### src/rtl/fetch_if.sv
// rtl/fetch_if.sv - fetch unit control, memory and delivery signal bundle
interface fetch_if;
    logic        stall;
    logic        branch_taken;
    logic [31:0] branch_target;
    logic        mem_e;
    logic [31:0] mem_addr;
    logic [31:0] mem_instr;
    logic [31:0] instr_out;
    logic [31:0] pc_out;
    logic        instr_valid;
    logic        fault;
    logic [31:0] fetch_count;

    modport master (
        input  stall, branch_taken, branch_target, mem_instr,
        output mem_e, mem_addr, instr_out, pc_out, instr_valid, fault, fetch_count
    );

    modport slave (
        output stall, branch_taken, branch_target, mem_instr,
        input  mem_e, mem_addr, instr_out, pc_out, instr_valid, fault, fetch_count
    );
endinterface

### src/rtl/fetch_unit.sv
// rtl/fetch_unit.sv - single-issue instruction fetch with stall, branch redirect and range fault
module fetch_unit #(
    parameter logic [31:0] RESET_PC  = 32'h0000_0000,
    parameter int          MEM_DEPTH = 256
) (
    input  logic     clk,
    input  logic     rst_n,
    fetch_if.master  bus
);
    localparam logic [31:0] DEPTH32   = 32'(MEM_DEPTH);
    localparam logic [31:0] LAST_ADDR = 32'(MEM_DEPTH - 1);

    typedef enum logic [1:0] {BOOT, RUN, HALT} state_t;

    state_t      state, state_d;
    logic [31:0] pc, pc_d;
    logic [31:0] pc_q, pc_q_d;
    logic        valid_q, valid_d;
    logic        fault_q, fault_d;
    logic [31:0] count_q, count_d;
    logic        issue;

    always_ff @(posedge clk) begin
        if (!rst_n) begin
            state   <= BOOT;
            pc      <= RESET_PC;
            pc_q    <= 32'd0;
            valid_q <= 1'b0;
            fault_q <= 1'b0;
            count_q <= 32'd0;
        end else begin
            state   <= state_d;
            pc      <= pc_d;
            pc_q    <= pc_q_d;
            valid_q <= valid_d;
            fault_q <= fault_d;
            count_q <= count_d;
        end
    end

    always_comb begin
        state_d = state;
        pc_d    = pc;
        pc_q_d  = pc_q;
        valid_d = valid_q;
        fault_d = fault_q;
        count_d = count_q;
        issue   = 1'b0;
        case (state)
            BOOT: state_d = RUN;
            RUN: begin
                if (bus.branch_taken) begin
                    // Redirect beats stall; the instruction on the output is squashed, not delivered.
                    valid_d = 1'b0;
                    if (bus.branch_target < DEPTH32) begin
                        pc_d = bus.branch_target;
                    end else begin
                        fault_d = 1'b1;
                        state_d = HALT;
                    end
                end else if (!bus.stall) begin
                    issue   = 1'b1;
                    pc_q_d  = pc;
                    valid_d = 1'b1;
                    pc_d    = (pc == LAST_ADDR) ? 32'd0 : pc + 32'd1;
                    if (valid_q) begin
                        count_d = count_q + 32'd1;
                    end
                end
            end
            HALT: state_d = HALT;
            default: state_d = BOOT;
        endcase
    end

    // Gated by rst_n so nothing leaks out while reset is held, before the registers clear.
    assign bus.mem_e       = rst_n & issue;
    assign bus.mem_addr    = pc;
    assign bus.instr_out   = bus.mem_instr;
    assign bus.pc_out      = pc_q;
    assign bus.instr_valid = rst_n & valid_q;
    assign bus.fault       = fault_q;
    assign bus.fetch_count = count_q;
endmodule
### src/flat_wrapper.sv
// flat-port wrapper written by rule: the top's interface ports become plain ports
module fetch_unit_flat 
#(
    parameter logic [31:0] RESET_PC  = 32'h0000_0000,
    parameter int          MEM_DEPTH = 256
)
  (clk, rst_n, bus_stall, bus_branch_taken, bus_branch_target, bus_mem_instr, bus_mem_e, bus_mem_addr, bus_instr_out, bus_pc_out, bus_instr_valid, bus_fault, bus_fetch_count);
  fetch_if bus_i ();
  input  logic clk;
  input  logic rst_n;
  input wire logic [$bits(bus_i.stall)-1:0] bus_stall;
  input wire logic [$bits(bus_i.branch_taken)-1:0] bus_branch_taken;
  input wire logic [$bits(bus_i.branch_target)-1:0] bus_branch_target;
  input wire logic [$bits(bus_i.mem_instr)-1:0] bus_mem_instr;
  output wire logic [$bits(bus_i.mem_e)-1:0] bus_mem_e;
  output wire logic [$bits(bus_i.mem_addr)-1:0] bus_mem_addr;
  output wire logic [$bits(bus_i.instr_out)-1:0] bus_instr_out;
  output wire logic [$bits(bus_i.pc_out)-1:0] bus_pc_out;
  output wire logic [$bits(bus_i.instr_valid)-1:0] bus_instr_valid;
  output wire logic [$bits(bus_i.fault)-1:0] bus_fault;
  output wire logic [$bits(bus_i.fetch_count)-1:0] bus_fetch_count;
  assign bus_i.stall = bus_stall;
  assign bus_i.branch_taken = bus_branch_taken;
  assign bus_i.branch_target = bus_branch_target;
  assign bus_i.mem_instr = bus_mem_instr;
  assign bus_mem_e = bus_i.mem_e;
  assign bus_mem_addr = bus_i.mem_addr;
  assign bus_instr_out = bus_i.instr_out;
  assign bus_pc_out = bus_i.pc_out;
  assign bus_instr_valid = bus_i.instr_valid;
  assign bus_fault = bus_i.fault;
  assign bus_fetch_count = bus_i.fetch_count;
  fetch_unit #(.RESET_PC(RESET_PC), .MEM_DEPTH(MEM_DEPTH)) u_core (.clk(clk), .rst_n(rst_n), .bus(bus_i));
endmodule
### config.mk
export PLATFORM = sky130hd
export DESIGN_NAME = fetch_unit_flat
export DESIGN_NICKNAME = d
export VERILOG_FILES = /design/src/rtl/fetch_if.sv /design/src/rtl/fetch_unit.sv /design/src/flat_wrapper.sv
export SDC_FILE = /design/constraint.sdc
export NUM_CORES = 1
export LEC_CHECK = 0
export CAP_MARGIN = 20
export CORE_MARGIN = 2
export CORE_UTILIZATION = 55
export CTS_CLUSTER_DIAMETER = 100
export DETAILED_ROUTE_END_ITERATION = 10
export DONT_BUFFER_PORTS = 1
export GPL_TIMING_DRIVEN = 1
export MAX_ROUTING_LAYER = met4
export PLACE_DENSITY = 0.7
export SKIP_CTS_REPAIR_TIMING = 1
export SYNTH_ARGS = -nofsm -noshare
export SYNTH_HDL_FRONTEND = slang
export SYNTH_SLANG_ARGS = --single-unit
### constraint.sdc
create_clock -name clk -period 3.3 [get_ports clk]
set_input_delay 0.66 -clock clk [delete_from_list [all_inputs] [get_ports clk]]
set_output_delay 0.66 -clock clk [all_outputs]
set_load 0.005 [all_outputs]
Word-level counts from Yosys, hierarchy flattened --
Cells that the tools add are included.
Word-level totals: register bits after elaboration 100, input port bits 68
Operators by class: add/sub/neg operators 2, magnitude comparators 1, equality and inequality tests 7, muxes and demuxes 12, bitwise gates (word level) 5, reduce and logical (&&, ||, !) cells 7
Operators with widths (count):
- 2-to-1 mux 32 bit | 4
- adder 32 x 1 -> 32 bit, second input constant | 2
- == test 32 x 8 -> 1 bit, second input constant | 1
- < comparator 32 x 9 -> 1 bit, second input constant | 1
- AND reduction 3 bit | 3
- one-hot mux 2 bit (3 select lines) | 1
- 2-to-1 mux 1 bit | 5
- 2-to-1 mux 2 bit | 2
- inequality test 2 x 1 -> 1 bit, second input constant | 2
- inequality test 2 bit, second input constant | 2
- AND reduction 2 bit | 2
- AND reduction 4 bit | 1
- inverter 1 bit | 3
- bitwise AND 1 bit | 2
- == test 2 x 1 -> 1 bit, second input constant | 1
- == test 2 bit, second input constant | 1
- zero test 2 bit | 1

Logic depth before layout (Yosys ltp) --
word-level depth 4, mapped depth 11

Worst setup path before layout --
OpenSTA, ideal clock, no wires.
path kind input to register, start input port bus_branch_taken, end register u_core.count_q[26] (netlist: u_core.bus.fetch_count[26]), data arrival time 2469 ps, required time 3230 ps, path slack 761 ps, stages on the path 9, buffers on the path 3, cells stage by stage buf_6 > nor3b_2 > nand4_2 > or3_1 > buf_2 > or2_1 > buf_6 > or3_1 > a21oi_1
On the way: longest elaborated chain between the ends 2
RTL lines:
- start: declaration | RTL line flat_wrapper.sv:12 | input wire logic [$bits(bus_i.branch_taken)-1:0] bus_branch_taken;
- inverter 1 bit (no source line)
- AND reduction 4 bit (no source line)
- end signal: assignment | RTL line fetch_unit.sv:37 | count_q <= count_d;
- end: declaration | RTL line fetch_unit.sv:20 | logic [31:0] count_q, count_d;
Every way passes these cells. A chain may end at the register's enable or synchronous reset.

Final worst setup path --
start register u_core.pc[0] (netlist: u_core.bus.mem_addr[0]), end register u_core.pc[29] (netlist: u_core.bus.mem_addr[29])
On the way: longest elaborated chain between the ends 4, elaborated cells on any way between the ends 5, those cells by class add/sub (1); eq/ne (1); mux (3)
RTL lines:
- start: declaration | RTL line fetch_unit.sv:16 | logic [31:0] pc, pc_d;
- start signal: assignment | RTL line fetch_unit.sv:33 | pc <= pc_d;
- adder 32 x 1 -> 32 bit or == test 32 x 8 -> 1 bit (tied branches) | RTL line fetch_unit.sv:65 | pc_d = (pc == LAST_ADDR) ? 32'd0 : pc + 32'd1;
- 2-to-1 mux 32 bit (*) | RTL line fetch_unit.sv:65
- 2-to-1 mux 32 bit (*) | RTL line fetch_unit.sv:61 | end else if (!bus.stall) begin
- 2-to-1 mux 32 bit (*) | RTL line fetch_unit.sv:52 | if (bus.branch_taken) begin
Every way passes the cells marked *; elsewhere a longest branch is shown, timed or not. The select of a mux whose other input is x is not followed.

==> run_results.csv <==
group,metric,value,unit
die,std_cell_rows,34,
setup_path,slowest_delay,0.50,ns
die,dieHeight,98.9,um
clocking,clock_latency,0.36,ns
timing,finalClockSkew,0.0114,ns
detailed_routing,drt_iter0_drc,275,
yosys,synthArstFlopShare,0,
detailed_routing,routed_via_density,6.30,
clocking,cts_buffers,9,
setup_path,crit_buf_inv,1,
timing,period_needed,2.67,ns
clocking,cts.sink_count,100,
yosys,synthFlopType,"dfxtp_1",
final_layout,synthToLayoutAreaGrowth,-0.429,%
global_route,use_met3,0.0745,
timing,period_share,0.810,
clocking,root_buffer,"clkbuf_8",
die,die_w,98.9,um
clocking,cts_tree,"done",
final_layout,drive_above_1_share,0.0537,
final_layout,diodes,0,
yosys,yosysSeqAreaShare,0.404,
setup_path,critPathTopFamily,"simple AND/OR/NAND/NOR gates",
setup_path,critPathKind,"reg -> reg",
setup_path,slowest_stage,"dfxtp_1",
die,core,8720,um2
timing,tns,0,ns
yosys,yosysWarningCount,0,
die,die_area,9780,um2
global_route,use_met2,0.400,
placement,finalWeightedCongestion,0.933,
yosys,netlist_area,4950,um2
clocking,clk_pin_slew,0.11,ns
placement,preCtsSetupSlack,0.684,ns
worst_hold_path,hold_class,"in -> reg",
final_layout,finalInstanceArea,4930,um2
detailed_routing,via_count,4437,
setup_path,crit_required,3.56,ns
placement,dp_hpwl,9110,um
run_status,status,"finished, final reports clean",
final_layout,final_nets,663,
final_layout,fin_util,0.566,
setup_path,cp.arrival,2.93,ns
setup_path,cp-start-kind,"flip-flop",
yosys,synth_edf_count,0,
setup_path,r2r_slack,0.63,ns
global_route,busiest_layer,"met2",
yosys,synth_fp_nets,721,
yosys,ys_ff_latch,100,
placement,placed_area,4740,um2
global_route,grt_max_degree,54,
timing,worstMarginPinSlew,1.03,ns
detailed_routing,wl_per_cell,18.5,um
yosys,yosysUniqueCellTypes,49,
timing,slew_headroom,0.310,
detailed_routing,drtPass1Iterations,5,
die,io_pins,199,
job,max_cap_viol_count,0,
timing,rsz0062_at_grt,"false",
detailed_routing,ant_nets,0,
global_route,antenna_found_initial,0,
placement,portBuffers,0,
clocking,cts_max_path_buffers,2,
global_route,met1_usage,0.357,
global_route,grt_pass1_wl,21100,um
global_route,grtUsageTotal,0.270,
yosys,syn_inst,649,
global_route,globalRoute.totalOverflow,0,
setup_path,worstSetupEndpointType,"flip-flop",
timing,finalHoldViolCount,0,
yosys,synth_top_area_frac,0.404,
pwr,cellLeakagePower,0.00152,uW
setup_path,crit_chain,"ha_1, and3_1, nand4b_1, o31ai_2, buf_4, or2_1, nor3_1, o21a_1",
yosys,synth.area.top_cells,"dfxtp_1 40%, nand2_1 8.0%, a21oi_1 7.7%, buf_4 5.0%, o21ai_0 3.9%",
detailed_routing,wirelength,13000,um
timing,finalSetupViolations,0,
timing,slew_viol_final,0,
yosys,yosysTopAreaCell,"dfxtp_1",
yosys,synth_commonest_cells,"105 x nand2_1, 100 x dfxtp_1, 76 x a21oi_1",
yosys,avgSynthCellArea,7.63,um2
yosys,synth.most_common_cell,"nand2_1",
pwr,powerDensity,460,nW/um2
global_route,grt_pass1_vias,4046,
timing,fmax,374,MHz
detailed_routing,drcViolationCount,0,
setup_path,crit_fanout,24,
timing,finalWorstSetupSlack,0.626,ns
pwr,vdd_drop_max,192,uV
die,start_util,0.568,
clocking,h-tree-depth,3,
-- cell families (layout without fill, tap and decap cells) --
family | Yosys count | in the layout | share of synthesized area
mux | 2 | 2 | 0.00404
flops | 100 | 100 | 0.404
xor+xnor | 16 | 16 | 0.0283
buf+inv | 87 | 34 | 0.0945
compound gates | 161 | 161 | 0.183
simple gates | 279 | 279 | 0.276
fa+ha+maj | 4 | 4 | 0.0101
-- through the flow --
step | hold WS, ns | total power [uW] | instances
final | 0.406 | 2270 | 704
after CTS | 0.396 | 2280 | 704
after global routing | 0.400 | 2360 | 704
after global placement | 0.465 | 1520 | 688
after floorplan | 0.453 | 1510 | 649
after detailed placement | 0.469 | 1530 | 688
-- path summary, 6_finish.rpt --
check / start / depth (start not counted) / to
min: rst_n / 2 / u_core.valid_q
min reg2reg: u_core.bus.pc_out[3] / 2 / u_core.bus.pc_out[3]
max: u_core.bus.mem_addr[0] / 8 / u_core.bus.mem_addr[29]
max reg2reg: u_core.bus.mem_addr[0] / 8 / u_core.bus.mem_addr[29]
-- power by group --
part	internal (uW)	switching [uW]
logic	73.3	154
registers	1230	39.8
clock network	309	457
-- sequential cells by signal, summed over array words and instances, names as in the netlist --
register / flops
u_core.state: 2
u_core.bus.fault: 1
u_core.bus.pc_out: 32
u_core.valid_q: 1
u_core.bus.mem_addr: 32
u_core.bus.fetch_count: 32
-- worst reg2reg max path, stage by stage, from the launching register on --
cell and delay, ns:
dfxtp_1 0.50, ha_1 0.25, and3_1 0.31, nand4b_1 0.20, o31ai_2 0.44, buf_4 0.34
or2_1 0.28, nor3_1 0.08, o21a_1 0.18
-- cell usage in the layout, fill, tap and decap left out, drive strengths merged, types with 2 or more instances in the layout --
cell    instances
and4           10
a41oi           2
nor2           47
clkinv          2
o211ai          4
nand4          13
and2            3
o22ai           4
xor2            5
inv            13
nor4b           3
or4             3
a21oi          76
dfxtp         100
a32o            3
buf             8
o21a            4
mux2i           2
or2             4
nor3           13
or3            20
and3            5
nand2         105
xnor2          11
nor4           17
a31oi           7
o31ai           5
clkbuf         10
o21ai          46
nor3b           2
ha              4
nand3          31
o41ai           2
a22oi           3
-- metal layers --
layer	wire (um)	vias up
li1	-	2158
met1	5670	2033
met2	5880	218
met3	1260	28
met4	233	0
met5	0	-
-- final cells by class --
| cell class | instances | area (um2) |
|---|---|---|
| fill | 848 | 3790 |
| tap | 108 | 135 |
| timing repair buffer | 8 | 60.1 |
| sequential | 100 | 2000 |
| inverter | 10 | 37.5 |
| multi-input combinational | 462 | 2510 |
| clock inverter | 6 | 53.8 |
| clock buffer | 10 | 138 |
(Power assumes the default switching activity.)
